===== config.mk =====
export PLATFORM = sky130hd
export DESIGN_NAME = ct_lsu_dcache_tag_arb
export DESIGN_NICKNAME = d
export VERILOG_FILES = /design/src/rtl/ct_lsu_dcache_tag_arb.sv
export SDC_FILE = /design/constraint.sdc
export NUM_CORES = 1
export LEC_CHECK = 0
export BUFFER_PORTS_ARGS = -buffer_cell sky130_fd_sc_hd__buf_2
export CAP_MARGIN = 5
export CORE_AREA = 4 4 104 106
export DETAILED_ROUTE_END_ITERATION = 10
export DIE_AREA = 0 0 108 110
export PLACE_DENSITY = 0.77
export SETUP_SLACK_MARGIN = 0.3
export SLEW_MARGIN = 30
export SYNTH_ARGS = -nofsm -noshare
export SYNTH_HDL_FRONTEND = slang
export SYNTH_SLANG_ARGS = --single-unit

===== constraint.sdc =====
create_clock -name forever_cpuclk -period 6.3 [get_ports forever_cpuclk]
set_input_delay 0.63 -clock forever_cpuclk [delete_from_list [all_inputs] [get_ports forever_cpuclk]]
set_output_delay 0.63 -clock forever_cpuclk [all_outputs]
set_load 0.02 [all_outputs]

===== src/rtl/ct_lsu_dcache_tag_arb.sv =====
// ---------------------------------------------------------------------------
// ct_lsu_dcache_tag_arb
//
// Access controller for the L1 dcache tag SRAM. The SRAM word holds two ways
// of 26 bits each: way1 is in [51:26] and way0 is in [25:0].
//
// Each cycle at most one requester gets the tag port. Fixed priority is
// linefill write > snoop read > {load read, store read}. Load and store
// share a round-robin pointer. The block also owns the invalidate sweep,
// which writes zero to every set after reset or on a CP0 invalidate-all.
//
// Optional feature macro: LSU_DCACHE_TAG_INIT_EN
//   defined   : the INIT sweep runs after reset and on cp0 inv_all.
//   undefined : the block comes out of reset in IDLE with init_done=1.
//               inv_all is ignored, inv_done is tied low, and no counter
//               logic is built.
//
// Ports
//   forever_cpuclk, cpurst        clock, async active-high reset
//   cp0_lsu_dcache_inv_all        pulse: invalidate all tags
//   lfb_tag_*                     linefill write req/gnt/idx/din/wen
//   snq_tag_*, ld_tag_*, st_tag_* read req/gnt/idx
//   tag_dout                      SRAM read data
//   tag_sel_b, tag_gwen_b,
//   tag_wen_b, tag_idx, tag_din   SRAM controls (select/writes active-low)
//   tag_gateclk_en                SRAM clock-gate enable
//   tag_rd_vld, tag_rd_src        registered read return (0 ld, 1 st, 2 snq)
//   tag_rd_data                   tag_dout passed through
//   dcache_tag_init_done          high when no sweep is in progress
//   dcache_tag_inv_done           pulse when a CP0 sweep completes
// ---------------------------------------------------------------------------
module ct_lsu_dcache_tag_arb #(
  parameter int TAG_DEPTH = 512,
  parameter int IDX_W     = 9
) (
  input  logic             forever_cpuclk,
  input  logic             cpurst,
  input  logic             cp0_lsu_dcache_inv_all,
  input  logic             lfb_tag_req,
  output logic             lfb_tag_gnt,
  input  logic [IDX_W-1:0] lfb_tag_idx,
  input  logic [51:0]      lfb_tag_din,
  input  logic [1:0]       lfb_tag_wen,
  input  logic             snq_tag_req,
  output logic             snq_tag_gnt,
  input  logic [IDX_W-1:0] snq_tag_idx,
  input  logic             ld_tag_req,
  output logic             ld_tag_gnt,
  input  logic [IDX_W-1:0] ld_tag_idx,
  input  logic             st_tag_req,
  output logic             st_tag_gnt,
  input  logic [IDX_W-1:0] st_tag_idx,
  input  logic [51:0]      tag_dout,
  output logic             tag_sel_b,
  output logic             tag_gwen_b,
  output logic [1:0]       tag_wen_b,
  output logic [IDX_W-1:0] tag_idx,
  output logic [51:0]      tag_din,
  output logic             tag_gateclk_en,
  output logic             tag_rd_vld,
  output logic [1:0]       tag_rd_src,
  output logic [51:0]      tag_rd_data,
  output logic             dcache_tag_init_done,
  output logic             dcache_tag_inv_done
);

  // sweep_wr: the sweep owns the SRAM this cycle.
  // arb_en:   requesters may be granted this cycle.
  logic             sweep_wr;
  logic             arb_en;
  logic             sweep_busy;
  logic [IDX_W-1:0] sweep_idx;

  // rr_st set means the store side is favoured on the next ld/st tie.
  logic             rr_st;
  logic             rd_gnt;
  logic [IDX_W-1:0] idx_q;
  logic [51:0]      din_q;

`ifdef LSU_DCACHE_TAG_INIT_EN

  typedef enum logic {
    INIT = 1'b0,
    IDLE = 1'b1
  } state_t;

  localparam logic [IDX_W:0] LAST_SET = (IDX_W+1)'(TAG_DEPTH - 1);

  state_t         state;
  logic [IDX_W:0] counter;
  logic           inv_pend;
  logic           init_done_q;
  logic           inv_done_q;

  // Sweep FSM. inv_pend remembers that the current sweep came from CP0 so
  // only that kind of sweep produces the inv_done pulse. An inv_all during
  // INIT restarts the sweep from set 0 instead of finishing it.
  always_ff @(posedge forever_cpuclk or posedge cpurst) begin
    if (cpurst) begin
      state       <= INIT;
      counter     <= '0;
      inv_pend    <= 1'b0;
      init_done_q <= 1'b0;
      inv_done_q  <= 1'b0;
    end else begin
      inv_done_q <= 1'b0;
      if (state == INIT) begin
        if (cp0_lsu_dcache_inv_all) begin
          counter  <= '0;
          inv_pend <= 1'b1;
        end else if (counter == LAST_SET) begin
          state       <= IDLE;
          counter     <= '0;
          init_done_q <= 1'b1;
          inv_done_q  <= inv_pend;
          inv_pend    <= 1'b0;
        end else begin
          counter <= counter + 1'b1;
        end
      end else if (cp0_lsu_dcache_inv_all) begin
        state       <= INIT;
        counter     <= '0;
        inv_pend    <= 1'b1;
        init_done_q <= 1'b0;
      end
    end
  end

  assign sweep_busy           = (state == INIT);
  assign sweep_wr             = sweep_busy & ~cpurst;
  assign arb_en               = (state == IDLE) & ~cpurst;
  assign sweep_idx            = counter[IDX_W-1:0];
  assign dcache_tag_init_done = init_done_q;
  assign dcache_tag_inv_done  = inv_done_q;

`else

  logic init_done_q;
  logic unused_cfg;

  // Without the sweep the tags are declared ready straight out of reset.
  always_ff @(posedge forever_cpuclk or posedge cpurst) begin
    if (cpurst) begin
      init_done_q <= 1'b1;
    end else begin
      init_done_q <= 1'b1;
    end
  end

  assign sweep_busy           = 1'b0;
  assign sweep_wr             = 1'b0;
  assign arb_en               = ~cpurst;
  assign sweep_idx            = '0;
  assign dcache_tag_init_done = init_done_q;
  assign dcache_tag_inv_done  = 1'b0;
  assign unused_cfg           = cp0_lsu_dcache_inv_all | (TAG_DEPTH == 0);

`endif

  // Fixed priority lfb > snq, then ld/st round-robin when both ask.
  assign lfb_tag_gnt = arb_en & lfb_tag_req;
  assign snq_tag_gnt = arb_en & ~lfb_tag_req & snq_tag_req;
  assign ld_tag_gnt  = arb_en & ~lfb_tag_req & ~snq_tag_req & ld_tag_req
                     & (~st_tag_req | ~rr_st);
  assign st_tag_gnt  = arb_en & ~lfb_tag_req & ~snq_tag_req & st_tag_req
                     & (~ld_tag_req | rr_st);
  assign rd_gnt      = snq_tag_gnt | ld_tag_gnt | st_tag_gnt;

  // SRAM control mux. With no access, idx/din keep their last driven value
  // so the address and data pins do not toggle needlessly.
  always_comb begin
    tag_sel_b  = 1'b1;
    tag_gwen_b = 1'b1;
    tag_wen_b  = 2'b11;
    tag_idx    = idx_q;
    tag_din    = din_q;
    if (sweep_wr) begin
      tag_sel_b  = 1'b0;
      tag_gwen_b = 1'b0;
      tag_wen_b  = 2'b00;
      tag_idx    = sweep_idx;
      tag_din    = '0;
    end else if (lfb_tag_gnt) begin
      tag_sel_b  = 1'b0;
      tag_gwen_b = 1'b0;
      tag_wen_b  = ~lfb_tag_wen;
      tag_idx    = lfb_tag_idx;
      tag_din    = lfb_tag_din;
    end else if (snq_tag_gnt) begin
      tag_sel_b = 1'b0;
      tag_idx   = snq_tag_idx;
    end else if (ld_tag_gnt) begin
      tag_sel_b = 1'b0;
      tag_idx   = ld_tag_idx;
    end else if (st_tag_gnt) begin
      tag_sel_b = 1'b0;
      tag_idx   = st_tag_idx;
    end
  end

  // Hold registers behind the idle value of the address and data pins.
  always_ff @(posedge forever_cpuclk or posedge cpurst) begin
    if (cpurst) begin
      idx_q <= '0;
      din_q <= '0;
    end else begin
      if (!tag_sel_b) begin
        idx_q <= tag_idx;
      end
      if (!tag_gwen_b) begin
        din_q <= tag_din;
      end
    end
  end

  // Read return one cycle after grant, plus the ld/st round-robin pointer,
  // which flips to the opposite side of whichever of the two was granted.
  always_ff @(posedge forever_cpuclk or posedge cpurst) begin
    if (cpurst) begin
      tag_rd_vld <= 1'b0;
      tag_rd_src <= 2'd0;
      rr_st      <= 1'b0;
    end else begin
      tag_rd_vld <= rd_gnt;
      if (rd_gnt) begin
        tag_rd_src <= snq_tag_gnt ? 2'd2 : (st_tag_gnt ? 2'd1 : 2'd0);
      end
      if (ld_tag_gnt) begin
        rr_st <= 1'b1;
      end else if (st_tag_gnt) begin
        rr_st <= 1'b0;
      end
    end
  end

  assign tag_gateclk_en = sweep_busy | lfb_tag_req | snq_tag_req
                        | ld_tag_req | st_tag_req;
  assign tag_rd_data    = tag_dout;

endmodule


==> results.txt <==
- Buffers inserted during clock tree synthesis total 9.
- STA classifies the critical path startpoint as a flop.
- The number of antenna violations at the first check in global routing is 1.
- The worst setup path is captured at an output port.
- Average cell area after synthesis: 11.65 um2
- Number of nets in the layout: ~600
- Path type of the worst min-delay path: flop to flop
- The routed design has just over 9 mm of wire.
- 0 antenna diodes ended up in the layout.
- The first routing iteration left 133 violations.
* Setup tns final: 0 ps
* Top library cells by usage in the layout, fill and taps aside: sky130_fd_sc_hd__buf_2 (168), sky130_fd_sc_hd__mux2_2 (104), sky130_fd_sc_hd__dfrtp_1 (65)
* Minimum period implied by the final worst setup slack: between 3000 and 4000 ps
* Total count of max-transition violations in the final report: 0
- Synthesized-area fraction occupied by ao, oa, aoi and oai cells: 0.07717
- Global placement routability congestion: a little over 0.8
- The analysis attributes to cell leakage a power of around 2.2 nW.
- Distinct cells, synth: 23
* Max FO, Critical Path: 14
- Hold Fails Final Rpt: 0
- Clock root buffer: sky130_fd_sc_hd__clkbuf_8
- Syn Nets: approximately 480
* Count of state elements after synthesis: 65
- Timing would allow up to between 0.3 and 0.4 GHz.
* Clock skew: 9.184 ps
- Post-CTS Repair Setup Buffers: 0
- Effective utilization at floorplan: 0.3981
- Share of cell area taken by muxes after synthesis: 0.3010
- Critical path data arrival time: 2600 ps
* Yosys warnings: 0
- Port buffering added 168 buffers.
- In this run the vertical extent of the chip is between 100 and 150 um.
- Worst path slowest cell: sky130_fd_sc_hd__nand3b_1
- Post-DR vias/cell: roughly 5
- Peak supply drop: 141.0 uV
* Later-pin clock latency in the skew report: about 330 ps
- The clock net in this run drives a total of 65 sinks.
- Simple-gate portion of the synthesized area: 0.06495
* Share of the synthesized netlist area taken by xor and xnor gates: 0
- The floorplan step defined a die boundary enclosing around 12000 um2.
- The share of the Yosys chip area taken by registers is 0.4180.
* Half-perimeter wire length after detailed placement: between 7 and 8 mm
- Run status: complete, no violations
- Of the total synthesized cell area, the portion taken by full adders, half adders and majority gates is 0.
- Among cell families on the critical path, the largest total delay comes from simple AND/OR/NAND/NOR gates.
* Die Wd: about 110 um
- After clock tree synthesis, the clock-pin slew on the worst setup and hold paths is ~70 ps.
- Count of H-tree levels built during CTS: 3
* Share of the clock period used by the worst path: 0.5123
* TritonCTS clock tree: yes
* Synthesized instance count: between 300 and 400
- 276 I/O pins were placed.
* First-pass iteration count of the detailed router: 4
- Entering global routing, the biggest net connects 78 pins.
* Worst-case setup slack after placement: about 3100 ps
* Number of buffers on the longest clock path: 2
* Share of layout cells above drive strength 1: 0.6897
- Largest stage delay on the critical path: slightly below 600 ps
- The floorplan step defined a core boundary enclosing about 10000 um2.
* Remaining Overflow, GRT: 0
- STA puts the critical path data required time at approximately 5700 ps.
- Combined area of all synthesized cells: 3891 um2
- Most common cell after layout, fill and taps aside: sky130_fd_sc_hd__buf_2
- Combined global-route utilization of all metal layers: 0.1524
- Setup repair after global routing left no endpoint under its margin.
- Dominant combinational cell family by area after synthesis: multiplexers
- Dividing the detail-routed wire length by the instance count gives 15.96 um.
* Critical path class: flop to output port
* Wire length of the first global-routing pass: ~14 mm
- Critical-path cell list: nor2b_2, nand3b_1, a211oi_1, o31ai_1, buf_2
- Setup violations remaining at the end of the flow were counted as 0.
- Post-CTS repair changed the size of 0 cells.
- The number of global-route vias before repair was 3016.
* Worst-case headroom to the max-slew limit: 0.4181
- Setup slack closes at 3072 ps.
- The tool flagged a number of max-cap violations equal to 0.
* PD cells: about 270 nW/um2
* Number of vias in the routed layout: 2915
* Number of placement rows: 36
* Area added between synthesis and finish: 18.68%
- The detail route stage leaves a number of antenna-violating nets equal to 0.
* Critical path buffer and inverter count: 1
* Post-CTS Hold Fix Bufs: 0
- Number of remaining DRC errors: 0
* Actual transition at the worst max-transition pin: a little under 900 ps
-- metrics by stage --
stage | util | cells | hold WS, ps | instance area, um2 | power [W]
floorplan | - | 334 | 476.6 | 3891 | 0.0008089
global placement | 0.4523 | 566 | 484.4 | 4420 | 0.0008671
detailed placement | 0.4523 | 566 | 487.0 | 4420 | 0.0008808
CTS | 0.4722 | 581 | 507.0 | 4616 | 0.001252
global route | 0.4725 | 581 | 518.7 | 4618 | 0.001296
finish | 0.4725 | 581 | 501.8 | 4618 | 0.001224
-- power by group --
group          switching [W]  total, W  internal (W)
Combinational       0.000194  0.000360      0.000166
Sequential         0.0000286  0.000508      0.000479
Clock               0.000155  0.000357      0.000201
-- path summary, 6_finish.rpt --
kind | from | endpoint | slack (ps) | depth (start not counted)
setup / recovery | rr_st | tag_idx[6] | 3070 | 5
hold / removal | din_q[13] | din_q[13] | 500 | 1
setup reg to reg | rr_st | idx_q[7] | 4180 | 4
hold reg to reg | din_q[13] | din_q[13] | 500 | 1
max in group asynchronous | cpurst | din_q[25] | 5140 | 3
min in group asynchronous | cpurst | din_q[4] | 570 | 3
-- per-layer routing --
| metal | GRT usage | wire length, um | vias to the layer above |
|---|---|---|---|
| li1 | - | - | 1354 |
| met1 | 0.1709 | 3333 | 1391 |
| met2 | 0.2669 | 4822 | 145 |
| met3 | 0.05533 | 929 | 23 |
| met4 | 0.05591 | 176 | 2 |
| met5 | 0 | 13 | - |
-- registers in the layout, indices dropped and copies added (netlist names) --
name / count
rr_st: 1
din_q: 52
tag_rd_src: 2
idx_q: 9
tag_rd_vld: 1
-- cell usage after synthesis --
cell | number | area (um2)
sky130_fd_sc_hd__a211oi_1 | 4 | 30.03
sky130_fd_sc_hd__a22oi_1 | 9 | 67.56
sky130_fd_sc_hd__mux2_2 | 104 | 1171
sky130_fd_sc_hd__buf_6 | 2 | 22.52
sky130_fd_sc_hd__a211oi_2 | 5 | 62.56
sky130_fd_sc_hd__or3_1 | 1 | 6.260
sky130_fd_sc_hd__o31ai_1 | 18 | 135.1
sky130_fd_sc_hd__clkbuf_1 | 4 | 15.01
sky130_fd_sc_hd__nor3_2 | 9 | 90.09
sky130_fd_sc_hd__nand3b_1 | 1 | 7.510
sky130_fd_sc_hd__buf_4 | 55 | 412.9
sky130_fd_sc_hd__nor3b_1 | 1 | 7.510
sky130_fd_sc_hd__nor3_1 | 1 | 5.000
sky130_fd_sc_hd__nor2b_2 | 1 | 8.760
sky130_fd_sc_hd__o21ai_0 | 1 | 5.000
sky130_fd_sc_hd__dfrtp_1 | 65 | 1627
sky130_fd_sc_hd__inv_2 | 2 | 7.510
sky130_fd_sc_hd__nor2_1 | 13 | 48.80
sky130_fd_sc_hd__nand2_1 | 17 | 63.81
sky130_fd_sc_hd__nand3_1 | 3 | 15.01
sky130_fd_sc_hd__inv_1 | 4 | 15.01
sky130_fd_sc_hd__buf_2 | 12 | 60.06
sky130_fd_sc_hd__conb_1 | 2 | 7.510
-- area by class of cell --
class                      count  area [um2]
fill                         933        5156
multi-input combinational    190        1734
sequential                    65        1627
timing repair buffer         172       870.8
tap                          133       166.4
clock buffer                  12       155.1
clock inverter                 3       40.04
inverter                       6       25.02
-- cell families after synthesis --
group                  after synthesis
multiplexers                       104
buffers and inverters               79
flip-flops                          65
AND/OR/NAND/NOR                     47
AO/OA/AOI/OAI                       37
other                                2
Power figures use the tool's default switching activity.
